**src/rtl/fp_alu_pkg.sv**
```systemverilog
// fp_alu_pkg: operation codes, flag indices and sequencer states shared by the FP ALU front end.
package fp_alu_pkg;
    localparam logic [1:0] OP_ADD = 2'b00;
    localparam logic [1:0] OP_SUB = 2'b01;
    localparam logic [1:0] OP_MUL = 2'b10;
    localparam logic [1:0] OP_DIV = 2'b11;
    localparam int FLG_OVF = 0;
    localparam int FLG_UNF = 1;
    localparam int FLG_EXC = 2;
    typedef enum logic [1:0] {IDLE, SETTLE, HOLD} state_t;
endpackage

```
**src/rtl/settle_counter.sv**
```systemverilog
// settle_counter: loadable 4-bit down-counter with a zero flag.
module settle_counter (
    input  logic       clk,
    input  logic       rst,
    input  logic       load,
    input  logic [3:0] load_val,
    input  logic       dec,
    output logic       zero
);
    logic [3:0] count_q, count_d;
    always_comb begin
        count_d = load ? load_val : (dec && count_q != 4'd0) ? count_q - 4'd1 : count_q;
    end
    always_ff @(posedge clk) begin
        if (rst) count_q <= 4'd0;
        else     count_q <= count_d;
    end
    assign zero = count_q == 4'd0;
endmodule

```
**src/rtl/fp_alu_sequencer.sv**
```systemverilog
// fp_alu_sequencer: registers one request onto the ALU, holds it for a settle window,
// then presents result and flags on a valid/ready response port with sticky status.
module fp_alu_sequencer
    import fp_alu_pkg::*;
#(
    parameter int SETTLE_CYCLES = 3,
    parameter int CNT_W = 16
) (
    input  logic             clk,
    input  logic             rst,
    input  logic             req_valid,
    output logic             req_ready,
    input  logic [31:0]      req_n1,
    input  logic [31:0]      req_n2,
    input  logic [1:0]       req_oper,
    output logic [31:0]      alu_n1,
    output logic [31:0]      alu_n2,
    output logic [1:0]       alu_oper,
    input  logic [31:0]      alu_result,
    input  logic             alu_overflow,
    input  logic             alu_underflow,
    input  logic             alu_exception,
    output logic             rsp_valid,
    input  logic             rsp_ready,
    output logic [31:0]      rsp_result,
    output logic [2:0]       rsp_flags,
    output logic [2:0]       sticky_flags,
    input  logic             sticky_clr,
    output logic [CNT_W-1:0] op_count
);
    state_t           state_q, state_d;
    logic [31:0]      n1_q, n1_d, n2_q, n2_d, res_q, res_d;
    logic [1:0]       oper_q, oper_d;
    logic             rdy_q, rdy_d, vld_q, vld_d, zero, accept, capture;
    logic [2:0]       flg_in, flg_q, flg_d, sticky_q, sticky_d;
    logic [CNT_W-1:0] cnt_q, cnt_d;

    assign flg_in[FLG_OVF] = alu_overflow;
    assign flg_in[FLG_UNF] = alu_underflow;
    assign flg_in[FLG_EXC] = alu_exception;
    assign accept  = state_q == IDLE && rdy_q && req_valid;
    assign capture = state_q == SETTLE && zero;

    settle_counter u_cnt (
        .clk     (clk),
        .rst     (rst),
        .load    (accept),
        .load_val(4'(SETTLE_CYCLES - 1)),
        .dec     (state_q == SETTLE),
        .zero    (zero)
    );

    always_comb begin
        state_d  = accept ? SETTLE : capture ? HOLD : (state_q == HOLD && rsp_ready) ? IDLE : state_q;
        rdy_d    = state_d == IDLE;
        n1_d     = accept ? req_n1 : n1_q;
        n2_d     = accept ? req_n2 : n2_q;
        oper_d   = accept ? req_oper : oper_q;
        vld_d    = capture || (vld_q && !rsp_ready);
        res_d    = capture ? alu_result : res_q;
        flg_d    = capture ? flg_in : flg_q;
        // a clear coinciding with a capture keeps only the new flags
        sticky_d = (sticky_clr ? 3'b000 : sticky_q) | (capture ? flg_in : 3'b000);
        cnt_d    = cnt_q + CNT_W'(capture);
    end

    always_ff @(posedge clk) begin
        if (rst) begin
            state_q  <= IDLE;
            rdy_q    <= 1'b0;
            n1_q     <= '0;
            n2_q     <= '0;
            oper_q   <= OP_ADD;
            vld_q    <= 1'b0;
            res_q    <= '0;
            flg_q    <= '0;
            sticky_q <= '0;
            cnt_q    <= '0;
        end else begin
            state_q  <= state_d;
            rdy_q    <= rdy_d;
            n1_q     <= n1_d;
            n2_q     <= n2_d;
            oper_q   <= oper_d;
            vld_q    <= vld_d;
            res_q    <= res_d;
            flg_q    <= flg_d;
            sticky_q <= sticky_d;
            cnt_q    <= cnt_d;
        end
    end

    assign req_ready    = rdy_q;
    assign alu_n1       = n1_q;
    assign alu_n2       = n2_q;
    assign alu_oper     = oper_q;
    assign rsp_valid    = vld_q;
    assign rsp_result   = res_q;
    assign rsp_flags    = flg_q;
    assign sticky_flags = sticky_q;
    assign op_count     = cnt_q;
endmodule

```
**config.mk**
```make
export PLATFORM = sky130hd
export DESIGN_NAME = fp_alu_sequencer
export DESIGN_NICKNAME = d
export VERILOG_FILES = /design/src/rtl/fp_alu_pkg.sv /design/src/rtl/settle_counter.sv /design/src/rtl/fp_alu_sequencer.sv
export SDC_FILE = /design/constraint.sdc
export NUM_CORES = 1
export LEC_CHECK = 0
export ABC_AREA = 1
export CAP_MARGIN = 10
export CORE_MARGIN = 8
export CORE_UTILIZATION = 42
export CTS_BUF_LIST = sky130_fd_sc_hd__clkbuf_8
export CTS_CLUSTER_SIZE = 8
export DETAILED_ROUTE_END_ITERATION = 7
export GPL_TIMING_DRIVEN = 1
export PLACE_DENSITY = 0.82
export SLEW_MARGIN = 10
export SYNTH_ARGS = -nofsm -noshare
export SYNTH_HDL_FRONTEND = slang
export SYNTH_SLANG_ARGS = --single-unit
```
**constraint.sdc**
```tcl
create_clock -name clk -period 2.1 [get_ports clk]
set_input_delay 0.42 -clock clk [delete_from_list [all_inputs] [get_ports clk]]
set_output_delay 0.42 -clock clk [all_outputs]
set_load 0.03 [all_outputs]
```
==> results of run 1 <==
==> cells by family (layout without fill, tap and decap cells) <==
| logic type | Yosys count | after routing | synth area share |
|---|---|---|---|
| AO/OA/AOI/OAI | 127 | 127 | 0.137 |
| XOR/XNOR | 2 | 2 | 0.00370 |
| adder cells (fa/ha/maj) | 4 | 4 | 0.0106 |
| buffers and inverters | 63 | 295 | 0.0627 |
| flip-flops | 128 | 128 | 0.542 |
| AND/OR/NAND/NOR | 281 | 281 | 0.244 |
==> stage by stage <==
stage	cell area (µm²)	hold slack, ns	std cells
6_report	7420	0.466	977
5_1_grt	7420	0.495	977
4_1_cts	7420	0.469	976
3_5_place_dp	7080	0.459	945
3_3_place_gp	7080	0.452	945
2_1_floorplan	4730	0.456	605
==> flip-flops by register name, indices dropped and copies added (netlist names) <==
name,cells
alu_n1,32
alu_n2,32
rsp_result,32
op_count,16
u_cnt.count_q,4
rsp_flags,3
sticky_flags,3
alu_oper,2
state_q,2
req_ready,1
rsp_valid,1
==> worst paths after layout <==
check | startpoint | end | cells past startpoint
worst max-delay path | op_count[0] | op_count[0] | 1
worst min-delay path | sticky_flags[0] | sticky_flags[0] | 2
worst max register to register | u_cnt.count_q[0] | op_count[12] | 12
worst min register to register | sticky_flags[0] | sticky_flags[0] | 2
==> report_power, final <==
part,total (mW),switching (mW),internal (mW)
combinational,1.97,1.14,0.837
clock,1.79,0.935,0.854
sequential,2.87,0.154,2.71
total,6.63,2.23,4.41
==> repair_timing <==
item	in CTS	in global routing
resized for setup	0	2
setup buffers	0	1
endpoints found under the setup margin	0	1
==> cells in the final DEF (no fill, tap or decap), drive strengths merged <==
cell type	instances
o21ai	104
nor3	5
xor2	2
a21oi	18
inv	31
nand2	42
nor2	223
dfxtp	128
ha	4
nand3	4
buf	9
o21bai	2
clkdlybuf4s50	227
clkbuf	19
clkinv	5
clkinvlp	4
a31oi	2
o21a	1
nand4	6
nand3b	1
==> metal layers <==
| metal | part of all wire | GRT usage |
|---|---|---|
| met1 | 0.40 | 0.220 |
| met5 | 0 | 0 |
| met2 | 0.48 | 0.332 |
| met4 | 0.014 | 0.0617 |
| met3 | 0.11 | 0.0953 |
==> area by class of cell <==
type	instances	area share
multi-input cells	414	0.252
well taps	140	0.0236
repair buffers	236	0.320
clock buffers	19	0.0352
clock inverters	12	0.00961
flip-flops and latches	128	0.345
inverters	28	0.0142
==> flow_metrics.env, run 1 <==
export IMPL_hold_path_class="flip-flop to flip-flop"
export IMPL_yosysWarningCount=0
export IMPL_crit_buf_inv=1
export IMPL_postLayoutCoreUtil=0.679
export IMPL_clock_fmax_mhz=501
export IMPL_clk_pin_slew_ns=0.07
export IMPL_endpoint_kind="output pin"
export IMPL_regArea_mm2=0.00256
export IMPL_setup_viol=0
export IMPL_drv_slew=0
export IMPL_rsz0062_at_grt="false"
export IMPL_grt_pass1_wl_um=23600
export IMPL_p_total_mw=6.63
export IMPL_core_mm2=0.0109
export IMPL_place_ws_ns=0.164
export IMPL_final_nets=935
export IMPL_cts_made_buffers=17
export IMPL_syn_nets=715
export IMPL_synth_seq_cells=128
export IMPL_cts_root_buf="clkbuf_8"
export IMPL_drive_above_1_share=0.0693
export IMPL_synth_edf_count=0
export IMPL_n_fill_cell=894
export IMPL_synth_area_leader_cell="dfxtp_1"
export IMPL_fin_tns_setup_ns=0
export IMPL_place_gp_congestion=0.866
export IMPL_port_buffers=227
export IMPL_maxCapViolCount=0
export IMPL_syn_area_mm2=0.00473
export IMPL_synth_most_common_cell="nor2_1"
export IMPL_crit_path_cell_trace="clkdlybuf4s50_1"
export IMPL_fp_dieH_um=122
export IMPL_critPathLaunchType="flip-flop"
export IMPL_worst_slack_ns=0.103
export IMPL_postCtsHoldBufs=0
export IMPL_hpwlAfterDp_um=11200
export IMPL_die_w_um=122
export IMPL_synth_cells=605
export IMPL_insertion_delay_ns=0.42
export IMPL_initial_core_util=0.432
export IMPL_multi_input_area_mm2=0.00187
export IMPL_worstPathArrival_ns=1.58
export IMPL_cp_slowest_cell="clkdlybuf4s50_1"
export IMPL_grt_antenna_before_repair=0
export IMPL_crit_required_ns=1.68
export IMPL_crit_path_max_incr_delay_ns=0.74
export IMPL_synth_area_leaders="dfxtp_1 54%, nor2_1 17%, o21ai_0 11%"
export IMPL_cts_buffer_depth=2
export IMPL_ys_seq_area_frac=0.542
export IMPL_clkSinkCount=128
export IMPL_wl_per_cell_um=15.5
export IMPL_row_count=38
export IMPL_yosysUniqueCellTypes=28
export IMPL_drtAntennaViolNets=0
export IMPL_routed_wl_um=15100
export IMPL_overflow=0
export IMPL_path_delay_family="buffers and inverters"
export IMPL_die_area_mm2=0.0149
export IMPL_grtUsageTotal=0.199
export IMPL_area_growth_pct=57.0
export IMPL_outcome="finished clean"
export IMPL_synth_area_per_cell_um2=7.82
export IMPL_synth_async_reset_ratio=0
export IMPL_post_route_period_util=0.951
export IMPL_synth_common_cells="216 x nor2_1, 128 x dfxtp_1, 101 x o21ai_0"
export IMPL_cts_max_level=4
export IMPL_worst_slew_margin_rel=0.538
export IMPL_cp_max_fo=4
export IMPL_tightest_slew_ns=0.692
export IMPL_yosysTopAreaCellShare=0.542
export IMPL_p_per_area_mw_per_mm2=893
export IMPL_drtIter0Drc=510
export IMPL_drcViolationCount=0
export IMPL_p_leak_nw=2.90
export IMPL_fin_crit_ns=2.00
export IMPL_vdd_drop_max_mv=0.447
export IMPL_clock_skew_ns=0.0115
export IMPL_ff2ff_setup_slack_ns=0.21
export IMPL_grt_max_degree=65
export IMPL_num_io_pins=228
export IMPL_via_per_inst=4.84
export IMPL_grt_pass1_vias=4671
export IMPL_synth_main_ff_cell="dfxtp_1"
export IMPL_cts_tree="yes"
export IMPL_final_hold_viol_count=0
export IMPL_dr_pass1_iters=4
export IMPL_via_count=4727
export IMPL_n_antenna_cell=0
export IMPL_critPathKind="flip-flop to output pin"
Note: power is estimated with default switching activity, not from simulation.
==> run 2: changes to the inputs <==
--- a/config.mk
+++ b/config.mk
@@ -5,15 +5,14 @@
 export SDC_FILE = /design/constraint.sdc
 export NUM_CORES = 1
 export LEC_CHECK = 0
-export ABC_AREA = 1
 export CAP_MARGIN = 10
 export CORE_MARGIN = 8
-export CORE_UTILIZATION = 42
-export CTS_BUF_LIST = sky130_fd_sc_hd__clkbuf_8
+export CORE_UTILIZATION = 45
+export CTS_BUF_LIST = sky130_fd_sc_hd__clkbuf_4
 export CTS_CLUSTER_SIZE = 8
 export DETAILED_ROUTE_END_ITERATION = 7
 export GPL_TIMING_DRIVEN = 1
-export PLACE_DENSITY = 0.82
+export PLACE_DENSITY = 0.88
 export SLEW_MARGIN = 10
 export SYNTH_ARGS = -nofsm -noshare
 export SYNTH_HDL_FRONTEND = slang
==> constraint.sdc (replaced) <==
create_clock -name clk -period 2.48 [get_ports clk]
set_input_delay 0.496 -clock clk [delete_from_list [all_inputs] [get_ports clk]]
set_output_delay 0.496 -clock clk [all_outputs]
set_load 0.03 [all_outputs]
==> run 2 against run 1 <==
Clock-buffer cell count down 1. Critical path depth stayed put. Non-clock buffer count unchanged. Largest power group unchanged. First-iteration DRC count fell by 48%. Design area is 0.99% lower. Sequential share of layout area up 0.33 points. Hold slack worse by 0.064 ns. Routed wire length decreased by 2.3%. Clock power down 18%.
==> flow_metrics.env, run 2 <==
export IMPL_outcome="finished clean"
export IMPL_area_growth_pct=57.9
export IMPL_yosysTopAreaCellShare=0.550
export IMPL_die_area_mm2=0.0139
export IMPL_row_count=37
export IMPL_num_io_pins=228
export IMPL_insertion_delay_ns=0.51
export IMPL_cts_max_level=4
export IMPL_clock_fmax_mhz=456
export IMPL_final_hold_viol_count=0
export IMPL_crit_buf_inv=1
export IMPL_synth_area_leader_cell="dfxtp_1"
export IMPL_critical_path_startpoint="op_count[2]"
export IMPL_routed_wl_um=14800
export IMPL_post_cts_resized=0
export IMPL_layout_commonest_cell="clkdlybuf4s50_1"
export IMPL_core_mm2=0.0102
export IMPL_crit_end="op_count[2]"
export IMPL_mostFrequentLayoutCells="226 x clkdlybuf4s50_1, 209 x nand2_1, 128 x dfxtp_1"
export IMPL_clock_skew_ns=0.0126
export IMPL_synth_cells=575
export IMPL_worst_slack_ns=0.287
export IMPL_drive_above_1_share=0.0595
export IMPL_n_antenna_cell=0
export IMPL_fin_tns_setup_ns=0
export IMPL_drv_slew=0
export IMPL_clkSinkCount=128
export IMPL_cp_max_fo=7
export IMPL_crit_path_cell_trace="clkdlybuf4s50_1"
export IMPL_port_buffers=227
export IMPL_p_per_area_mw_per_mm2=645
export IMPL_grt_antenna_before_repair=0
export IMPL_via_per_inst=5.00
export IMPL_synth_most_common_cell="nand2_1"
export IMPL_synth_main_ff_cell="dfxtp_1"
export IMPL_worstPathArrival_ns=1.70
export IMPL_drcViolationCount=0
export IMPL_r2r_start="state_q[0]"
export IMPL_place_gp_congestion=0.837
export IMPL_cts_tree="yes"
export IMPL_cts_made_buffers=17
export IMPL_p_leak_nw=2.55
export IMPL_overflow=0
export IMPL_yosysWarningCount=0
export IMPL_grt_max_degree=67
export IMPL_grtUsageTotal=0.210
export IMPL_tightest_slew_ns=0.420
export IMPL_crit_required_ns=1.98
export IMPL_synth_async_reset_ratio=0
export IMPL_synth_area_per_cell_um2=8.10
export IMPL_drtIter0Drc=266
export IMPL_drtAntennaViolNets=0
export IMPL_hpwlAfterDp_um=11200
export IMPL_cts_root_buf="clkbuf_4"
export IMPL_critPathLaunchType="flip-flop"
export IMPL_cts_buffer_depth=2
export IMPL_hold_path_class="primary input to flip-flop"
export IMPL_vdd_drop_max_mv=0.355
export IMPL_dr_pass1_iters=4
export IMPL_crit_path_max_incr_delay_ns=0.73
export IMPL_post_route_period_util=0.884
export IMPL_fp_dieH_um=118
export IMPL_synth_seq_cells=128
export IMPL_final_nets=904
export IMPL_yosysUniqueCellTypes=33
export IMPL_synth_area_leaders="dfxtp_1 55%, nand2_1 17%, a21oi_1 12%"
export IMPL_r2r_end="op_count[12]"
export IMPL_via_count=4713
export IMPL_rsz0062_at_grt="false"
export IMPL_synth_edf_count=0
export IMPL_syn_area_mm2=0.00466
export IMPL_endpoint_kind="output pin"
export IMPL_worst_slew_margin_rel=0.716
export IMPL_syn_nets=685
export IMPL_ys_seq_area_frac=0.550
export IMPL_path_depth=1
export IMPL_initial_core_util=0.457
export IMPL_place_ws_ns=0.505
export IMPL_critPathKind="flip-flop to output pin"
export IMPL_grt_pass1_wl_um=23700
export IMPL_ff2ff_setup_slack_ns=0.50
export IMPL_post_cts_setup_buffers=0
export IMPL_die_w_um=118
export IMPL_fin_crit_ns=2.19
export IMPL_maxCapViolCount=0
export IMPL_ff2ff_path_depth=8
export IMPL_setup_viol=0
export IMPL_synth_common_cells="209 x nand2_1, 128 x dfxtp_1, 110 x a21oi_1"
export IMPL_postCtsHoldBufs=0
export IMPL_path_delay_family="buffers and inverters"
export IMPL_grt_pass1_vias=4757
export IMPL_cp_slowest_cell="clkdlybuf4s50_1"
export IMPL_wl_per_cell_um=15.7
export IMPL_clk_pin_slew_ns=0.11
[run 2: through the flow]
| stage | hold slack (ns) | instances | area (µm²) | util | power (mW) |
|---|---|---|---|---|---|
| after detailed placement | 0.446 | 911 | 7050 | 0.692 | 3.33 |
| final | 0.402 | 943 | 7350 | 0.722 | 4.74 |
| after floorplan | 0.492 | 575 | 4660 | - | 2.82 |
| after global placement | 0.441 | 911 | 7050 | 0.692 | 3.30 |
| after CTS | 0.370 | 943 | 7350 | 0.722 | 4.80 |
| after global routing | 0.353 | 943 | 7350 | 0.722 | 4.99 |
[run 2: cell families (layout without fill, tap and decap cells)]
logic type / Yosys count / in the layout / share of synthesized area
xor+xnor: 14 / 14 / 0.0263
compound gates: 116 / 116 / 0.127
fa+ha+maj: 4 / 4 / 0.0108
simple gates: 268 / 268 / 0.243
flops: 128 / 128 / 0.550
buf+inv: 44 / 276 / 0.0403
mux: 1 / 1 / 0.00242
[run 2: worst min-delay path by stage]
stage / start / end / slack (ns) / depth (start not counted)
after global routing: rst / op_count[12] / 0.35 / 2
final: rst / op_count[12] / 0.40 / 2
after detailed placement: rsp_result[7] / rsp_result[7] / 0.45 / 2
after CTS: rst / op_count[12] / 0.37 / 2
after floorplan: state_q[0] / req_ready / 0.49 / 1
after global placement: alu_n2[1] / alu_n2[1] / 0.44 / 2
[run 2: area by class of cell]
class | count | area (µm²)
multi-input cells | 403 | 1910
clock inverters | 14 | 166
clock buffers | 18 | 135
well taps | 136 | 170
inverters | 8 | 30.0
flip-flops and latches | 128 | 2560
fillers | 795 | 2830
repair buffers | 236 | 2370
[run 2: power by group]
part           switching, mW  internal, mW  total (mW)
clock                  0.760         0.706        1.47
combinational          0.569         0.458        1.03
sequential            0.0703          2.18        2.25
total                   1.40          3.34        4.74
[run 2: metal layers]
layer  vias up  GRT usage  share of wire
li1       2319          -              -
met2       186      0.368           0.51
met3        16      0.109           0.10
met4         0     0.0737          0.017
met1      2192      0.208           0.37
met5         -          0              0
